<file path="config.mk">
export PLATFORM = sky130hd
export DESIGN_NAME = laser_track_ctrl
export DESIGN_NICKNAME = d
export VERILOG_FILES = /design/src/rtl/laser_track_ctrl_pkg.sv /design/src/rtl/pixel_coord_counter.sv /design/src/rtl/laser_track_ctrl.sv
export SDC_FILE = /design/constraint.sdc
export NUM_CORES = 1
export LEC_CHECK = 0
export BUFFER_PORTS_ARGS = -buffer_cell sky130_fd_sc_hd__clkbuf_2
export CORE_ASPECT_RATIO = 1.2
export CORE_MARGIN = 8
export CORE_UTILIZATION = 40
export CTS_CLUSTER_SIZE = 10
export DETAILED_ROUTE_END_ITERATION = 10
export PLACE_DENSITY_LB_ADDON = 0.1
export REMOVE_ABC_BUFFERS = 1
export SYNTH_ARGS = -nofsm -noshare
export SYNTH_HDL_FRONTEND = slang
export SYNTH_SLANG_ARGS = --single-unit
</file>
<file path="constraint.sdc">
create_clock -name clk -period 3.45 [get_ports clk]
set_clock_uncertainty 0.05 [all_clocks]
set_input_delay 0.69 -clock clk [delete_from_list [all_inputs] [get_ports clk]]
set_output_delay 0.69 -clock clk [all_outputs]
set_load 0.02 [all_outputs]
</file>
<file path="src/rtl/laser_track_ctrl_pkg.sv">
// Shared constants, types and helpers for the laser tracking controller.
// Frame geometry defaults and the coordinate width live here so all files agree.
package laser_track_ctrl_pkg;

    localparam int PIXEL_SIZE  = 32;
    localparam int FRAME_W_DEF = 640;
    localparam int FRAME_H_DEF = 480;
    localparam int DRAIN_DEF   = 2;

    typedef logic [PIXEL_SIZE-1:0] coord_t;

    typedef struct packed {
        logic [31:0] xy;
        logic        found;
    } result_t;

    localparam coord_t COORD_ZERO = {PIXEL_SIZE{1'b0}};
    localparam coord_t COORD_ONE  = {{(PIXEL_SIZE-1){1'b0}}, 1'b1};

    // Increment with wrap to zero once the limit value has been reached.
    function automatic coord_t coord_wrap_inc(input coord_t c, input coord_t lim);
        coord_t r;
        if (c == lim) begin
            r = COORD_ZERO;
        end else begin
            r = c + COORD_ONE;
        end
        return r;
    endfunction

endpackage

</file>
<file path="src/rtl/pixel_coord_counter.sv">
// Raster x/y position counter: x runs 0..FRAME_W-1, then y advances.
// 'last' flags the final pixel of the frame so the caller can end the scan.
module pixel_coord_counter
    import laser_track_ctrl_pkg::*;
#(
    parameter int FRAME_W = FRAME_W_DEF,
    parameter int FRAME_H = FRAME_H_DEF
) (
    input  logic                  clk,
    input  logic                  reset_n,
    input  logic                  clear,
    input  logic                  step,
    output logic [PIXEL_SIZE-1:0] x,
    output logic [PIXEL_SIZE-1:0] y,
    output logic                  last
);

    localparam coord_t X_MAX = PIXEL_SIZE'(FRAME_W - 1);
    localparam coord_t Y_MAX = PIXEL_SIZE'(FRAME_H - 1);

    coord_t x_r;
    coord_t y_r;
    logic   x_end_s;

    assign x_end_s = (x_r == X_MAX);
    assign last    = x_end_s && (y_r == Y_MAX);
    assign x       = x_r;
    assign y       = y_r;

    // Position registers; clear wins over step.
    always_ff @(posedge clk or negedge reset_n) begin
        if (!reset_n) begin
            x_r <= COORD_ZERO;
            y_r <= COORD_ZERO;
        end else if (clear) begin
            x_r <= COORD_ZERO;
            y_r <= COORD_ZERO;
        end else if (step) begin
            x_r <= coord_wrap_inc(x_r, X_MAX);
            if (x_end_s) begin
                y_r <= coord_wrap_inc(y_r, Y_MAX);
            end else begin
                y_r <= y_r;
            end
        end else begin
            x_r <= x_r;
            y_r <= y_r;
        end
    end

endmodule

</file>
<file path="src/rtl/laser_track_ctrl.sv">
// Frame sequencer for the laser spot detector: clears it, steps the raster
// coordinate through one frame, then captures the detector result after a drain delay.
module laser_track_ctrl
    import laser_track_ctrl_pkg::*;
#(
    parameter int FRAME_W = FRAME_W_DEF,
    parameter int FRAME_H = FRAME_H_DEF,
    parameter int DRAIN   = DRAIN_DEF
) (
    input  logic                  clk,
    input  logic                  reset_n,
    input  logic                  start,
    input  logic                  stop,
    input  logic                  cont,
    input  logic                  pix_valid,
    input  logic                  pix_sof,
    input  logic [31:0]           det_xy,
    input  logic                  det_found,
    output logic                  det_en,
    output logic                  det_reset_n,
    output logic [PIXEL_SIZE-1:0] x,
    output logic [PIXEL_SIZE-1:0] y,
    output logic [31:0]           result_xy,
    output logic                  result_found,
    output logic                  result_valid,
    input  logic                  result_ack,
    output logic                  busy,
    output logic [15:0]           frame_count,
    output logic                  overflow,
    output logic                  frame_err
);

    localparam logic [2:0] ST_IDLE     = 3'd0;
    localparam logic [2:0] ST_CLEAR    = 3'd1;
    localparam logic [2:0] ST_WAIT_SOF = 3'd2;
    localparam logic [2:0] ST_SCAN     = 3'd3;
    localparam logic [2:0] ST_DRAIN    = 3'd4;

    localparam int DRAIN_CW = (DRAIN > 1) ? $clog2(DRAIN) : 1;
    localparam logic [DRAIN_CW-1:0] DRAIN_LAST = DRAIN_CW'(DRAIN - 1);
    localparam logic [DRAIN_CW-1:0] DRAIN_ZERO = {DRAIN_CW{1'b0}};
    localparam logic [DRAIN_CW-1:0] DRAIN_ONE  = {{(DRAIN_CW-1){1'b0}}, 1'b1};

    logic [2:0]          state_r;
    logic [2:0]          state_nxt_s;
    logic [DRAIN_CW-1:0] drain_cnt_r;
    logic                drain_done_s;
    logic                capture_s;
    logic                short_frame_s;
    logic                step_s;
    logic                det_en_s;
    logic                clr_flags_s;
    logic                coord_clear_s;
    logic                coord_last_s;
    result_t             result_r;
    logic                result_valid_r;
    logic [15:0]         frame_count_r;
    logic                overflow_r;
    logic                frame_err_r;

    assign drain_done_s  = (state_r == ST_DRAIN) && (drain_cnt_r == DRAIN_LAST);
    assign coord_clear_s = (state_r == ST_IDLE) || (state_r == ST_CLEAR);

    pixel_coord_counter #(
        .FRAME_W (FRAME_W),
        .FRAME_H (FRAME_H)
    ) u_coord (
        .clk     (clk),
        .reset_n (reset_n),
        .clear   (coord_clear_s),
        .step    (step_s),
        .x       (x),
        .y       (y),
        .last    (coord_last_s)
    );

    // Next-state and per-beat control; stop overrides everything else.
    always_comb begin
        state_nxt_s   = state_r;
        capture_s     = 1'b0;
        short_frame_s = 1'b0;
        step_s        = 1'b0;
        det_en_s      = 1'b0;
        clr_flags_s   = 1'b0;
        if (stop) begin
            state_nxt_s = ST_IDLE;
        end else begin
            case (state_r)
                ST_IDLE: begin
                    if (start) begin
                        state_nxt_s = ST_CLEAR;
                        clr_flags_s = 1'b1;
                    end else begin
                        state_nxt_s = ST_IDLE;
                    end
                end
                ST_CLEAR: begin
                    state_nxt_s = ST_WAIT_SOF;
                end
                ST_WAIT_SOF: begin
                    if (pix_valid && pix_sof) begin
                        state_nxt_s = ST_SCAN;
                        step_s      = 1'b1;
                        det_en_s    = 1'b1;
                    end else begin
                        state_nxt_s = ST_WAIT_SOF;
                    end
                end
                ST_SCAN: begin
                    det_en_s = pix_valid;
                    if (pix_valid && pix_sof) begin
                        // A new frame arrived before the last pixel: discard and re-arm.
                        short_frame_s = 1'b1;
                        state_nxt_s   = ST_CLEAR;
                    end else if (pix_valid) begin
                        step_s = 1'b1;
                        if (coord_last_s) begin
                            state_nxt_s = ST_DRAIN;
                        end else begin
                            state_nxt_s = ST_SCAN;
                        end
                    end else begin
                        state_nxt_s = ST_SCAN;
                    end
                end
                ST_DRAIN: begin
                    if (drain_done_s) begin
                        capture_s   = 1'b1;
                        state_nxt_s = cont ? ST_CLEAR : ST_IDLE;
                    end else begin
                        state_nxt_s = ST_DRAIN;
                    end
                end
                default: begin
                    state_nxt_s = ST_IDLE;
                end
            endcase
        end
    end

    // State register.
    always_ff @(posedge clk or negedge reset_n) begin
        if (!reset_n) begin
            state_r <= ST_IDLE;
        end else begin
            state_r <= state_nxt_s;
        end
    end

    // Drain delay counter, restarted on every entry into DRAIN_ST.
    always_ff @(posedge clk or negedge reset_n) begin
        if (!reset_n) begin
            drain_cnt_r <= DRAIN_ZERO;
        end else if ((state_r == ST_DRAIN) && !drain_done_s) begin
            drain_cnt_r <= drain_cnt_r + DRAIN_ONE;
        end else begin
            drain_cnt_r <= DRAIN_ZERO;
        end
    end

    // Result capture and handshake; a same-cycle ack is consumed by the new capture.
    always_ff @(posedge clk or negedge reset_n) begin
        if (!reset_n) begin
            result_r       <= '{xy: 32'd0, found: 1'b0};
            result_valid_r <= 1'b0;
            frame_count_r  <= 16'd0;
        end else if (capture_s) begin
            result_r       <= '{xy: det_xy, found: det_found};
            result_valid_r <= 1'b1;
            frame_count_r  <= frame_count_r + 16'd1;
        end else if (result_ack) begin
            result_r       <= result_r;
            result_valid_r <= 1'b0;
            frame_count_r  <= frame_count_r;
        end else begin
            result_r       <= result_r;
            result_valid_r <= result_valid_r;
            frame_count_r  <= frame_count_r;
        end
    end

    // Sticky error flags, cleared only by an accepted start.
    always_ff @(posedge clk or negedge reset_n) begin
        if (!reset_n) begin
            overflow_r  <= 1'b0;
            frame_err_r <= 1'b0;
        end else if (clr_flags_s) begin
            overflow_r  <= 1'b0;
            frame_err_r <= 1'b0;
        end else begin
            overflow_r  <= overflow_r | (capture_s & result_valid_r & ~result_ack);
            frame_err_r <= frame_err_r | short_frame_s;
        end
    end

    assign det_en       = det_en_s;
    assign det_reset_n  = reset_n & (state_r != ST_CLEAR);
    assign result_xy    = result_r.xy;
    assign result_found = result_r.found;
    assign result_valid = result_valid_r;
    assign busy         = (state_r != ST_IDLE);
    assign frame_count  = frame_count_r;
    assign overflow     = overflow_r;
    assign frame_err    = frame_err_r;

endmodule

</file>
==> results of run 1 <==
==> synth_stat cells (4+ instances only) <==
cell type and number:
a21oi_1 13, a31oi_1 7, and2_1 4, and3_1 17, buf_1 4, clkbuf_1 18
dfrtp_1 120, inv_1 14, nand2_1 132, nand3_1 23, nand4_1 13, nor2_1 76
nor3_1 9, nor4_1 10, o2111ai_1 8, o211ai_1 6, o21ai_0 17, o31ai_1 7
or3_1 11, xnor2_1 29, xor2_1 34
==> kinds of logic (layout without fill, tap and decap cells) <==
family | Yosys count | count (layout) | share of synthesized area
buffers and inverters | 39 | 214 | 0.0272
AND/OR/NAND/NOR | 321 | 321 | 0.266
XOR/XNOR | 63 | 63 | 0.0959
AO/OA/AOI/OAI | 70 | 70 | 0.0829
flip-flops | 120 | 120 | 0.522
adder cells (fa/ha/maj) | 3 | 3 | 0.00653
==> critical path: cells and delay by family (launching register included) <==
family             cells  cell delay, ns
DFF                    1            0.43
and+or+nand+nor        4            1.86
AOI/OAI and AO/OA      1            0.37
==> registers in the layout (all words and copies together), names as in the netlist <==
| signal | cells |
|---|---|
| result_xy | 32 |
| u_coord.x | 32 |
| u_coord.y | 32 |
| frame_count | 16 |
| state_r | 3 |
| drain_cnt_r | 1 |
| frame_err | 1 |
| overflow | 1 |
| result_found | 1 |
| result_valid | 1 |
==> power groups by stage <==
stage	Sequential [uW]	Combinational, uW	Clock [uW]
after floorplan	1440	48.4	0
after global placement	1440	131	0
after detailed placement	1440	133	0
after CTS	1420	133	1810
after global routing	1420	147	1880
final	1420	130	1760
==> layout make-up <==
| class | count | area, sq um | share of cell area |
|---|---|---|---|
| clock inverter | 12 | 124 | 0.0169 |
| sequential | 120 | 3000 | 0.410 |
| tap | 175 | 219 | 0.0299 |
| timing repair buffer | 168 | 866 | 0.118 |
| clock buffer | 20 | 467 | 0.0637 |
| multi-input combinational | 457 | 2590 | 0.354 |
| inverter | 14 | 52.6 | 0.00717 |
==> how the worst min path moves through the flow <==
stage / startpoint / to / slack, ns
after floorplan: reset_n / drain_cnt_r / 0.34
after global placement: result_xy[12] / result_xy[12] / 0.41
after detailed placement: frame_count[15] / frame_count[15] / 0.41
after CTS: reset_n / u_coord.y[25] / 0.17
after global routing: reset_n / u_coord.y[25] / 0.18
final: reset_n / u_coord.y[25] / 0.16
==> per-stage QoR <==
step | hold WS [ns] | total power [uW]
floorplan | 0.344 | 1490
global placement | 0.408 | 1570
detailed placement | 0.411 | 1570
CTS | 0.170 | 3360
global route | 0.183 | 3450
finish | 0.160 | 3310
==> per-layer routing <==
layer  routed length, um  part of all wire  track usage
met1                6730              0.42        0.207
met2                8100              0.51        0.308
met3                 899             0.056       0.0613
met4                 226             0.014       0.0647
met5                  13           0.00081            0
==> impl_metrics.tcl, run 1 <==
set metrics [dict create \
    dpl_cell_area_sq_um 6730 \
    hpwl_um 11600 \
    vias 5038 \
    clock_power_share 0.533 \
    final_core_util 0.515 \
    place.gp.congestion 0.844 \
    cp-start-kind "flip-flop" \
    combPwrFrac 0.039 \
    cp_cell_sequence "nor4b_1, nand3_1, or4_1, or3_1, o41ai_2" \
    grt_use_total 0.181 \
    dr.pass1.iters 5 \
    start_util 0.404 \
    worst-setup-path-type "flip-flop to flip-flop" \
    leakage_uw 0.00362 \
    setup_viol 0 \
    slew-limit-headroom 0.471 \
    post_cts_resized 0 \
    die_x_um 125 \
    hp-class "primary input to async pin" \
    ys_seq_area_frac 0.522 \
    cts_sinks 120 \
    hold_viol 0 \
    path_clk_slew_ns 0.06 \
    synthTopCellsByArea "dfrtp_1 52%, nand2_1 8.6%, xor2_1 5.2%" \
    crit_required_ns 3.71 \
    cp_max_fo 9 \
    antenna_found_initial 1 \
    stdcell_count 966 \
    grt_max_degree 53 \
    yosys_warnings 0 \
    r2r_setup_slack_ns 0.62 \
    io_buffers 159 \
    clock.fmax_ghz 0.354 \
    cts_max_level 4 \
    yosysTopAreaCell "dfrtp_1" \
    slew_violations 0 \
    detail_route.iter0.violations 346 \
    rsz0062_at_grt "false" \
    syn_to_final_growth_pct 27.3 \
    cts_made_buffers 17 \
    ctsRootBufferMaster "clkbuf_16" \
    synth_cells 616 \
    worstSkewPairLatency_ns 0.42 \
    drive_gt1_frac 0.269 \
    placed_cells 934 \
    drc_errors 0 \
    grt_remaining_overflow 0 \
    maxCapViolations 0 \
    core_sq_um 14200 \
    cts_tree "built" \
    grt_pass1_wl_um 27000 \
    dp_slack_ns 0.475 \
    postSynthAreaPerCell_sq_um 9.34 \
    outcome "complete, no violations" \
    grt_pass1_vias 5268 \
    synth_area_sq_um 5750 \
    swShare 0.226 \
    r2r_cells 5 \
    p_per_area_nw_per_um2 452 \
    layout_min_cycle_time_ns 2.83 \
    worstMarginPinSlew_ns 0.786 \
    nets 822 \
    viasPerCell 5.22 \
    layout_setup_ws_ns 0.622 \
    endpoint "u_coord.y[13]" \
    yosysUniqueCellTypes 48 \
    die_area_sq_um 18500 \
    die_h_um 147 \
    p_int_uw 2560 \
    max_stage_delay_ns 0.72 \
    p_sw_uw 748 \
    io_pins 160 \
    cp_slowest_cell "or4_1" \
    reg2reg_from "u_coord.x[7]" \
    routedWlPerCell_um 16.5 \
    antenna_cells 0 \
    reg2reg_to "u_coord.y[13]" \
    async_flop_share 1.00 \
    finalInstanceArea_sq_um 7320 \
    cts_hold_buf 0 \
    drtAntennaViolNets 0 \
    finalCritPeriodShare 0.820 \
    nFillCells 1337 \
    tns_ns 0 \
    yosys.area.top_type_share 0.522 \
    num_rows 48 \
    synth_edf_count 0 \
    seq_power_share 0.428 \
    cp.arrival_ns 3.09 \
    ys_ff_latch 120 \
    final_common_cell "clkbuf_2" \
    cts_setup_buffers 0 \
    synth_ff_type "dfrtp_1" \
    clk_path_buf_depth 2 \
    startpoint "u_coord.x[7]" \
    drt-total-wl_um 16000 \
    mostFrequentLayoutCells "158 x clkbuf_2, 132 x nand2_1, 120 x dfrtp_1" \
    ir_drop_mv 0.231 \
    endpoint_kind "flip-flop" \
]
No activity file was read; power rests on OpenSTA's default activity.
==> inputs of run 2 (changes only) <==
- ABC_AREA: default -> 1
- clock period: 3.45 -> 2.5 ns (I/O delays scaled with it)
==> impl_metrics.tcl, run 2 <==
set metrics [dict create \
    outcome "complete, no violations" \
    worstMarginPinSlew_ns 1.30 \
    nets 1203 \
    dp_slack_ns 0.140 \
    routedWlPerCell_um 15.6 \
    post_cts_resized 0 \
    synthAdderAreaFrac 0.00550 \
    finalCritPeriodShare 0.955 \
    synth_top_family_by_area "simple AND/OR/NAND/NOR gates" \
    cts_setup_buffers 0 \
    synth_edf_count 0 \
    layout_min_cycle_time_ns 2.39 \
    drive_gt1_frac 0.193 \
    syn_to_final_growth_pct 25.7 \
    ys_ff_latch 120 \
    io_buffers 159 \
    p_int_uw 3740 \
    worstSkewPairLatency_ns 0.42 \
    cp_max_fo 13 \
    p_sw_uw 1240 \
    rsz0062_at_grt "true" \
    drtAntennaViolNets 0 \
    antenna_cells 0 \
    hp-class "primary input to async pin" \
    cts_tree "built" \
    path_clk_slew_ns 0.06 \
    grt_pass1_vias 6924 \
    postSynthAreaPerCell_sq_um 6.93 \
    detail_route.iter0.violations 426 \
    clock.fmax_ghz 0.419 \
    cp.arrival_ns 1.84 \
    layout_setup_ws_ns 0.112 \
    yosysTopAreaCell "dfrtp_1" \
    clock_power_share 0.534 \
    synth_compound_area_frac 0.0659 \
    hold_viol 0 \
    synth_ff_type "dfrtp_1" \
    core_sq_um 16800 \
    ys_seq_area_frac 0.440 \
    start_util 0.407 \
    cts_max_level 4 \
    drc_errors 0 \
    yosysUniqueCellTypes 35 \
    finalInstanceArea_sq_um 8580 \
    seq_power_share 0.396 \
    grt_use_total 0.204 \
    cts_hold_buf 0 \
    synthTopCellsByArea "dfrtp_1 44%, nand2_1 19%, nor2_1 7.9%" \
    yosys-top-cells-count "347 x nand2_1, 143 x nor2_1, 120 x dfrtp_1" \
    clk_path_buf_depth 2 \
    final_core_util 0.511 \
    async_flop_share 1.00 \
    ctsRootBufferMaster "clkbuf_16" \
    die_area_sq_um 21500 \
    leakage_uw 0.00421 \
    slew_violations 0 \
    io_pins 160 \
    tns_ns 0 \
    place.gp.congestion 0.890 \
    antenna_found_initial 0 \
    cts_sinks 120 \
    setup_viol 0 \
    die_h_um 159 \
    drt-total-wl_um 21700 \
    dpl_cell_area_sq_um 7930 \
    p_per_area_nw_per_um2 579 \
    yosys.area.top_type_share 0.440 \
    grt_max_degree 121 \
    r2r_setup_slack_ns 0.14 \
    synth-simple-area-share 0.384 \
    slew-limit-headroom 0.133 \
    num_rows 52 \
    hpwl_um 15800 \
    grt_pass1_wl_um 35300 \
    synth_cells 986 \
    endpoint_kind "output port" \
    muxShareOfSynthArea 0 \
    mostFrequentLayoutCells "347 x nand2_1, 158 x clkbuf_2, 141 x nor2_1" \
    crit_required_ns 1.95 \
    yosys_warnings 0 \
    synth.most_common_cell "nand2_1" \
    final_common_cell "nand2_1" \
    die_x_um 135 \
    nFillCells 1760 \
    synth_xor_xnor_area_share 0.0308 \
    ir_drop_mv 0.409 \
    synth_area_sq_um 6830 \
    cts_made_buffers 17 \
    vias 6937 \
    cp-start-kind "flip-flop" \
    swShare 0.249 \
    combPwrFrac 0.070 \
    grt_remaining_overflow 0 \
    dr.pass1.iters 5 \
    maxCapViolations 0 \
    worst-setup-path-type "flip-flop to output port" \
    viasPerCell 5.00 \
]
## run 2: cell count changes in the layout (fill, tap and decap cells not counted), sizes merged, moves of 24 or more
cell	change
nor3	+39
nand2	+216
o21ai	+30
xnor2	-24
inv	+86
nand3	+38
nor2	+71
## run 2: per-layer routing
metal	up-vias	share of wire	global-route usage	wire length [um]
li1	3483	-	-	-
met1	3231	0.44	0.254	9590
met2	199	0.47	0.325	10100
met3	24	0.075	0.0641	1630
met4	0	0.014	0.0663	302
met5	-	0	0	0
## run 2: power by group through the flow
stage                     combinational (uW)  clock [uW]  sequential (uW)
after CTS                                341        2700             1970
after floorplan                          150           0             2010
after global routing                     390        2790             1970
after detailed placement                 340           0             2000
after global placement                   338           0             2000
final                                    350        2650             1970
## run 2: worst paths after layout
path / start / end / depth (start not counted)
setup / recovery: state_r[1] / det_reset_n / 4
hold / removal: reset_n / u_coord.y[27] / 2
setup reg to reg: u_coord.x[0] / u_coord.x[2] / 8
hold reg to reg: drain_cnt_r / drain_cnt_r / 1
max in group asynchronous: reset_n / u_coord.y[31] / 2
min in group clk: det_xy[7] / result_xy[7] / 3
## run 2: cells by family after synthesis
| family | after synthesis |
|---|---|
| and+or+nand+nor | 631 |
| buffers and inverters | 124 |
| DFF | 120 |
| AOI/OAI and AO/OA | 84 |
| xor gates and xnor gates | 24 |
| adders and majority gates | 3 |
## run 2: through the flow
step                hold WS, ns  total power [uW]  instances
floorplan                 0.154              2160        961
global placement          0.409              2340       1355
detailed placement        0.414              2340       1355
CTS                       0.208              5010       1387
global route              0.214              5150       1388
finish                    0.111              4970       1388
## run 2: cell type report
type                            instances  area, sq um  share of cell area
Multi-Input combinational cell        743         3350               0.390
Tap cell                              216          270              0.0315
Clock inverter                         14          198              0.0230
Inverter                               99          374              0.0436
Clock buffer                           18          439              0.0512
Timing Repair Buffer                  178          953               0.111
Sequential cell                       120         3000               0.350
## run 2: worst max-delay path, stage by stage, from the launching register on
cell and delay, ns:
dfrtp_1 0.42, nor2_2 0.36, buf_4 0.29, a21boi_0 0.15, clkbuf_2 0.19
